`src/rtl/framebuffer_arbiter.sv`:
```
// Arbitrates the framebuffer RAM port: buffered UART byte writes vs. prioritised 16-bit display reads.
// Read valid 2 cycles after request; writes back-pressure via wr_ready when full; FB_ARB_STATS_EN adds counters.
module framebuffer_arbiter #(
  parameter int FIFO_DEPTH_LOG2 = 2,
  parameter int MAX_WR_STALL    = 8,
  parameter int STALL_W         = 4
) (
  input  logic        clk_in,
  input  logic        reset,
  input  logic        wr_req,
  input  logic [11:0] wr_addr,
  input  logic [7:0]  wr_data,
  output logic        wr_ready,
  input  logic        rd_req,
  input  logic [10:0] rd_addr,
  output logic [15:0] rd_data,
  output logic        rd_valid,
  output logic [11:0] ram_address,
  output logic [7:0]  ram_data_out,
  output logic        ram_write_enable,
  output logic        ram_clk_enable,
  input  logic [15:0] ram_data_in,
  output logic        fifo_empty,
  output logic        fifo_full
`ifdef FB_ARB_STATS_EN
  ,
  output logic [15:0] stat_wr_drops_blocked,
  output logic [15:0] stat_forced_writes
`endif
);

  localparam int AW    = FIFO_DEPTH_LOG2;
  localparam int DEPTH = 1 << AW;

  typedef enum logic [1:0] {IDLE, READ, WRITE} state_t;

  state_t             r_state;
  state_t             w_state_nxt;
  logic [AW:0]        r_wr_ptr;
  logic [AW:0]        r_rd_ptr;
  logic [11:0]        r_mem_addr [DEPTH];
  logic [7:0]         r_mem_data [DEPTH];
  logic [STALL_W-1:0] r_stall;
  logic               r_rd_valid;

  logic w_empty;
  logic w_full;
  logic w_push;
  logic w_pop;
  logic w_stall_hit;
  logic w_grant_rd;
  logic w_grant_wr;

  assign w_empty     = (r_wr_ptr == r_rd_ptr);
  assign w_full      = (r_wr_ptr[AW] != r_rd_ptr[AW]) && (r_wr_ptr[AW-1:0] == r_rd_ptr[AW-1:0]);
  assign w_push      = wr_req & ~w_full;
  assign w_pop       = (r_state == WRITE);
  assign w_stall_hit = (r_stall >= STALL_W'(MAX_WR_STALL));

  assign wr_ready   = ~w_full;
  assign fifo_empty = w_empty;
  assign fifo_full  = w_full;
  assign rd_valid   = r_rd_valid;
  // The RAM macro registers its output, so the word is on ram_data_in exactly in the rd_valid cycle.
  assign rd_data    = r_rd_valid ? ram_data_in : 16'h0000;

  // READ and WRITE always fall back to IDLE, so nothing is in flight when IDLE arbitrates.
  always_comb begin
    w_state_nxt = IDLE;
    w_grant_rd  = 1'b0;
    w_grant_wr  = 1'b0;
    if (r_state == IDLE) begin
      if (rd_req && !w_stall_hit) begin
        w_grant_rd  = 1'b1;
        w_state_nxt = READ;
      end else if (!w_empty) begin
        w_grant_wr  = 1'b1;
        w_state_nxt = WRITE;
      end
    end
  end

  always_comb begin
    ram_clk_enable   = 1'b0;
    ram_write_enable = 1'b0;
    ram_address      = 12'h000;
    ram_data_out     = 8'h00;
    case (r_state)
      READ: begin
        ram_clk_enable = 1'b1;
        ram_address    = {rd_addr, 1'b0};
      end
      WRITE: begin
        ram_clk_enable   = 1'b1;
        ram_write_enable = 1'b1;
        ram_address      = r_mem_addr[r_rd_ptr[AW-1:0]];
        ram_data_out     = r_mem_data[r_rd_ptr[AW-1:0]];
      end
      default: ;
    endcase
  end

  always_ff @(posedge clk_in or negedge reset) begin
    if (!reset) begin
      r_state    <= IDLE;
      r_rd_valid <= 1'b0;
    end else begin
      r_state    <= w_state_nxt;
      r_rd_valid <= (r_state == READ);
    end
  end

  always_ff @(posedge clk_in or negedge reset) begin
    if (!reset) begin
      r_wr_ptr <= '0;
      r_rd_ptr <= '0;
    end else begin
      if (w_push) r_wr_ptr <= r_wr_ptr + (AW+1)'(1);
      if (w_pop)  r_rd_ptr <= r_rd_ptr + (AW+1)'(1);
    end
  end

  always_ff @(posedge clk_in) begin
    if (w_push) begin
      r_mem_addr[r_wr_ptr[AW-1:0]] <= wr_addr;
      r_mem_data[r_wr_ptr[AW-1:0]] <= wr_data;
    end
  end

  // A read grant is only possible below the limit, so the increment saturates at MAX_WR_STALL.
  always_ff @(posedge clk_in or negedge reset) begin
    if (!reset) begin
      r_stall <= '0;
    end else if (w_empty || w_grant_wr) begin
      r_stall <= '0;
    end else if (w_grant_rd) begin
      r_stall <= r_stall + STALL_W'(1);
    end
  end

`ifdef FB_ARB_STATS_EN
  logic [15:0] r_stat_drops;
  logic [15:0] r_stat_forced;

  always_ff @(posedge clk_in or negedge reset) begin
    if (!reset) begin
      r_stat_drops  <= 16'h0000;
      r_stat_forced <= 16'h0000;
    end else begin
      if (wr_req && w_full && (r_stat_drops != 16'hFFFF))
        r_stat_drops <= r_stat_drops + 16'h0001;
      if (w_grant_wr && rd_req && w_stall_hit && (r_stat_forced != 16'hFFFF))
        r_stat_forced <= r_stat_forced + 16'h0001;
    end
  end

  assign stat_wr_drops_blocked = r_stat_drops;
  assign stat_forced_writes    = r_stat_forced;
`endif

endmodule

```
`config.mk`:
```
export PLATFORM = sky130hd
export DESIGN_NAME = framebuffer_arbiter
export DESIGN_NICKNAME = d
export VERILOG_FILES = /design/src/rtl/framebuffer_arbiter.sv
export SDC_FILE = /design/constraint.sdc
export NUM_CORES = 1
export LEC_CHECK = 0
export CAP_MARGIN = 20
export CORE_MARGIN = 4
export CORE_UTILIZATION = 44
export CTS_CLUSTER_SIZE = 40
export DETAILED_ROUTE_END_ITERATION = 10
export PLACE_DENSITY = 0.72
export SLEW_MARGIN = 20
export SYNTH_ARGS = -nofsm -noshare
export SYNTH_HDL_FRONTEND = slang
export SYNTH_SLANG_ARGS = --single-unit
export TNS_END_PERCENT = 5
```
`constraint.sdc`:
```
create_clock -name clk_in -period 2.7 [get_ports clk_in]
set_clock_uncertainty 0.1 [all_clocks]
set_input_delay 0.54 -clock clk_in [delete_from_list [all_inputs] [get_ports clk_in]]
set_output_delay 0.54 -clock clk_in [all_outputs]
set_load 0.01 [all_outputs]
```
# Word level (Yosys, flattened, before mapping)
# Memory sizes are Yosys's and may differ from the RTL's.
# Cells that the tools add are included.
[op_classes]
muxes = 17
n_reduce_logical = 7
eq_ne = 5
magnitude_cmp = 1
bitwise = 2
add_sub_neg = 3
[op_table]
columns = ["operator", "count"]
rows = [
  ["$pmux 12 s2", 1],
  ["$mux 16", 1],
  ["$mux 1", 9],
  ["$mux 4", 2],
  ["$mux 8", 1],
  ["$add 3x1->3 const B", 2],
  ["$mux 2", 3],
  ["$add 4x1->4 const B", 1],
  ["$ge 4x4->1 const B", 1],
  ["$eq 3x3->1", 1],
  ["$eq 2x1->1 const B", 1],
  ["$eq 2x2->1", 1],
  ["$eq 2x2->1 const B", 1],
  ["$logic_and 1x1->1", 2],
  ["$logic_not 2->1", 1],
  ["$reduce_bool 2->1", 1],
  ["$reduce_or 2->1", 1],
  ["$and 1x1->1", 1],
  ["$logic_not 1->1", 1],
  ["$logic_or 1x1->1", 1],
  ["$ne 1x1->1", 1],
  ["$not 1->1", 1],
]
[word_totals]
wordCells = 42
reg_bits = 13
ramBits = 80
out_inout_bits = 42
mem_count = 2
[memory_table]
columns = ["name", "depth", "width", "rd", "rd_clocked_by_memory_dff", "wr", "line", "source"]
rows = [
  ["r_mem_addr", 4, 12, 1, 0, 1, "41", "logic [11:0] r_mem_addr [DEPTH];"],
  ["r_mem_data", 4, 8, 1, 0, 1, "42", "logic [7:0] r_mem_data [DEPTH];"],
]

# Longest topological paths before layout
# Gate-level depths: netlist of the first run.
[depth]
ltp_word = 7
ltp_mapped = 5

# Worst setup path after synthesis of the first run
# No wires, ideal clock.
[synth_path]
kind = "register to register"
from = "register r_rd_ptr[0]"
to = "memory r_mem_addr[0][0], enable pin"
required_time_ns = 2.222
synth_period_minus_slack_ns = 2.053
path_stages_with_launch = 4
arrival_ns = 1.575
setup_slack_ns = 0.647
n_path_buf = 0
cell_sequence = "dfrtp_1 > xor2_1 > or3_1 > and3_1"
[synth_via]
elab_chain_cells = 6
[synth_rtl]
columns = ["element", "line", "source"]
rows = [
  ["start, declared", "40", "logic [AW:0] r_rd_ptr;"],
  ["start signal, assigned", "119", "if (w_pop) r_rd_ptr <= r_rd_ptr + (AW+1)'(1);"],
  ["$eq 2x2->1", "55", "assign w_full = (r_wr_ptr[AW] != r_rd_ptr[AW]) && (r_wr_ptr[AW-1:0] == r_rd_ptr[AW-1:0]);"],
  ["$logic_and 1x1->1", "55", ""],
  ["$not 1->1", "-", ""],
  ["via wr_ready", "13", "output logic wr_ready,"],
  ["$and 1x1->1", "56", "assign w_push = wr_req & ~w_full;"],
  ["$mux 1", "124", "if (w_push) begin"],
  ["$mux 1 (not written as such)", "125", "r_mem_addr[r_wr_ptr[AW-1:0]] <= wr_addr;"],
  ["end, declared", "41", ""],
]
# The timed path passes the listed nets, and every way through them passes these cells.

# Worst setup path in the final report of the first run
[layout_path]
from = "register r_rd_ptr[0]"
to = "output port ram_address[8]"
[layout_via]
elab_chain_cells = 2
[layout_rtl]
columns = ["element", "line", "source"]
rows = [
  ["$mem_v2 4x12", "-", ""],
  ["$pmux 12 s2", "88", "case (r_state)"],
  ["end, declared", "18", "output logic [11:0] ram_address,"],
]
# No other way between the ends.

==> results of run 1 <==
## critical path: cells and delay by family (launching register included)
family / cells / cell delay (ps)
compound gates: 1 / 230
buf+inv: 2 / 440
flops: 1 / 440
mux: 1 / 500
## cell families after synthesis
group,share of synthesized area
compound gates,0.04049
xor+xnor,0.01575
fa+ha+maj,0.03213
buf+inv,0.02056
flops,0.7005
mux,0.1240
simple gates,0.06652
## through the flow
step,total power [mW],cell area [µm²],util
5_1_grt,5.465,5256,0.6057
4_1_cts,5.210,5244,0.6042
3_3_place_gp,4.240,5034,0.5800
6_report,5.129,5256,0.6057
2_1_floorplan,3.316,3894,-
3_5_place_dp,4.282,5034,0.5800
## synth_stat cells (all sizes together), types with 2 or more instances
| cell | number | area, µm² |
|---|---|---|
| a32o | 11 | 110.1 |
| and2 | 26 | 162.7 |
| and3 | 3 | 18.77 |
| buf | 4 | 27.52 |
| clkbuf | 5 | 18.77 |
| dfrtp | 13 | 325.3 |
| edfxtp | 80 | 2402 |
| ha | 10 | 125.1 |
| inv | 9 | 33.78 |
| mux2 | 2 | 22.52 |
| mux4 | 20 | 450.4 |
| nand2 | 2 | 7.510 |
| nor2 | 4 | 15.01 |
| nor3b | 2 | 20.02 |
| xnor2 | 4 | 35.03 |
| xor2 | 3 | 26.28 |
## layer usage
metal  track usage  part of all wire
met2        0.2604              0.49
met3       0.04164             0.076
met4       0.06357             0.011
met1        0.2077              0.43
met5             0                 0
## power by group
| group | leakage [nW] | switching, mW | internal (mW) | total, mW |
|---|---|---|---|---|
| clock network | 0.0956 | 0.528 | 0.360 | 0.888 |
| logic | 0.999 | 1.00 | 1.14 | 2.14 |
| registers | 0.895 | 0.154 | 1.95 | 2.10 |
| total | 1.99 | 1.69 | 3.44 | 5.13 |
## repair_timing
item / CTS / global route
setup buffers: 1 / 0
setup endpoints to repair: 22 / 2
hold buffers: 0 / 0
gates resized for setup: 41 / 3
cloned: 1 / 0
## registers in the layout, summed over array words and instances (netlist names)
| register | flops |
|---|---|
| r_mem_addr | 48 |
| r_mem_data | 32 |
| r_rd_ptr | 3 |
| r_stall | 4 |
| r_state | 2 |
| r_wr_ptr | 3 |
| rd_valid | 1 |
## area by class of cell
| type | count | area, µm² |
|---|---|---|
| clock inverter | 7 | 70.07 |
| timing repair buffer | 108 | 1059 |
| sequential | 93 | 2729 |
| inverter | 9 | 33.78 |
| clock buffer | 9 | 123.9 |
| fill | 670 | 3422 |
| multi-input combinational | 99 | 1106 |
| tap | 108 | 135.1 |
## how the worst max path moves through the flow
stage | endpoint | slack [ps] | start | depth (start not counted)
3_3_place_gp | ram_address[8] | 240 | r_rd_ptr[0] | 4
4_1_cts | wr_ready | -60 | r_rd_ptr[0] | 4
6_report | ram_address[8] | 80 | r_rd_ptr[0] | 4
3_5_place_dp | ram_address[5] | 220 | r_rd_ptr[0] | 4
5_1_grt | ram_data_out[4] | 6 | r_rd_ptr[0] | 5
2_1_floorplan | r_mem_addr[0][0] | 650 | r_rd_ptr[0] | 3
==> summary.md, run 1 <==
| Metric | Value |
|---|---|
| Standard cell core area | between 8000 and 9000 µm² |
| Wire length of the first global-routing pass | about 12000 µm |
| Number of top-level pins | 93 |
| Critical-path top delay cell | sky130_fd_sc_hd__mux4_2 |
| Total overflow reported by the global router | 0 |
| LEAKAGE | around 2.0 nW |
| Via count | roughly 2300 |
| Worst min-delay path class | input port to async pin |
| Number of enable-type register cells in the synthesized netlist | 80 |
| Top fanout value on the critical path | 7 |
| Pwr Density | about 980 nW/µm² |
| Largest net degree at the start of global routing | 21 |
| Worst vdd ir | 0.4926 mV |
| Launching element type of the critical path | flop |
| Deepest clock path buffer count | 2 |
| Worst hold margin | about 440 ps |
| Remaining DRCs | 0 |
| Setup repair after global routing missed its margin | false |
| Register area share after synthesis | 0.7005 |
| Maximum operating frequency | 381.6 MHz |
| Category of the worst setup path capture point | primary output |
| Placed Cells | around 420 |
| Starting Density | 0.4487 |
| Reported max-cap violation count | 0 |
| Cell chain of the critical path | buf_12, mux4_2, a32o_1, dlygate4sd2_1 |
| Fin crit period | 2620 ps |
| FFs w/ async S/R, synth | 0.1398 |
| Status | finished, final reports clean |
| Worst-path clk slew | around 90 ps |
| Most common library cell in the layout ignoring fill and taps | sky130_fd_sc_hd__edfxtp_1 |
| Start of the worst register-to-register path | r_rd_ptr[0] |
| Synthesis-to-finish area growth | 34.99% |
| Num Clock Sinks | between 90 and 100 |
| Die extent in x | 102.1 µm |
| Share of the clock period used by the worst path after layout | 0.9706 |
| Data arrival at the endpoint of the critical path | 1980 ps |
| Clock latency of the later-clocked register in the worst-skew pair | roughly 360 ps |
| Net Count, Synth | 271 |
| Register-to-Register Setup Slack | 750 ps |
| Iteration count of the initial detailed-routing pass | 4 |
| Final setup viols | 0 |
| Worst Max-Slew Pin Slew | ~590 ps |
| Die area | 10420 µm² |
| Clock tree from TritonCTS | yes |
| DP HPWL | around 5300 µm |
| CTS Root Buffer Type | sky130_fd_sc_hd__clkbuf_8 |
| Antenna Nets Post-Route | 0 |
| Worst setup timing slack at the placement stage | roughly 220 ps |
| Most frequent cells in the layout | sky130_fd_sc_hd__edfxtp_1, sky130_fd_sc_hd__clkdlybuf4s50_1, sky130_fd_sc_hd__and2_1 |
| Die Span Y | 102.1 µm |
| Gp weighted congestion | approximately 0.75 |
| Required time worst endpoint | 2060 ps |
| Sum Neg Setup Slack | 0 ps |
| Synthesized flop and latch total | 93 |
| Crit Path Class | flop to primary output |
| Endpoints failing hold | 0 |
| R2R Path End | r_mem_addr[0][11] |
| Fin nets | between 300 and 400 |
| Final Max Tran Viols | 0 |
| Count of cell types in the netlist | 33 |
| Slew headroom | 0.6035 |
| Rows | 34 |
| Worst Reg2Reg Path Length in Cells | 5 |
| Number of buffers inserted by port buffering | 92 |
| Max H-tree Level | 3 |
| Layout cells sized above 1 | 0.1938 |
| Biggest cell delay along the critical path | 500 ps |
| Netlist Area Pre-Place | around 3900 µm² |
| Final WL | 7748 µm |
| Mean cell area of the mapped netlist | 18.54 µm² |
| Yosys Warn Count | 0 |
| Layout Cells excl Fill | approximately 430 |
| Ant. Diodes | 0 |
| Vias in the first global route | about 2300 |
| Number of DRC markers in iteration 0 | 75 |
| Wire length per cell after detailed routing | 17.89 µm |
| Number of antenna violations at the first check in global routing | 0 |
| Worst setup slack after layout | about 80 ps |
| Number of vias per cell after detailed routing | around 5.2 |
| Number of instances in the synthesized netlist | 210 |
| Most used flip-flop cell after synthesis | sky130_fd_sc_hd__edfxtp_1 |
| Global-route usage over all layers | 0.1603 |
| Number of CTS-inserted buffers | 9 |
Note: power is estimated with default switching activity, not from simulation.
==> run 2: changes to the inputs <==
--- a/config.mk
+++ b/config.mk
@@ -5,6 +5,7 @@
 export SDC_FILE = /design/constraint.sdc
 export NUM_CORES = 1
 export LEC_CHECK = 0
+export ABC_CLOCK_PERIOD_IN_PS = 2700
 export CAP_MARGIN = 20
 export CORE_MARGIN = 4
 export CORE_UTILIZATION = 44
==> results of run 2 <==
No change in the layout: final DEF, timing and power equal those of run 1.
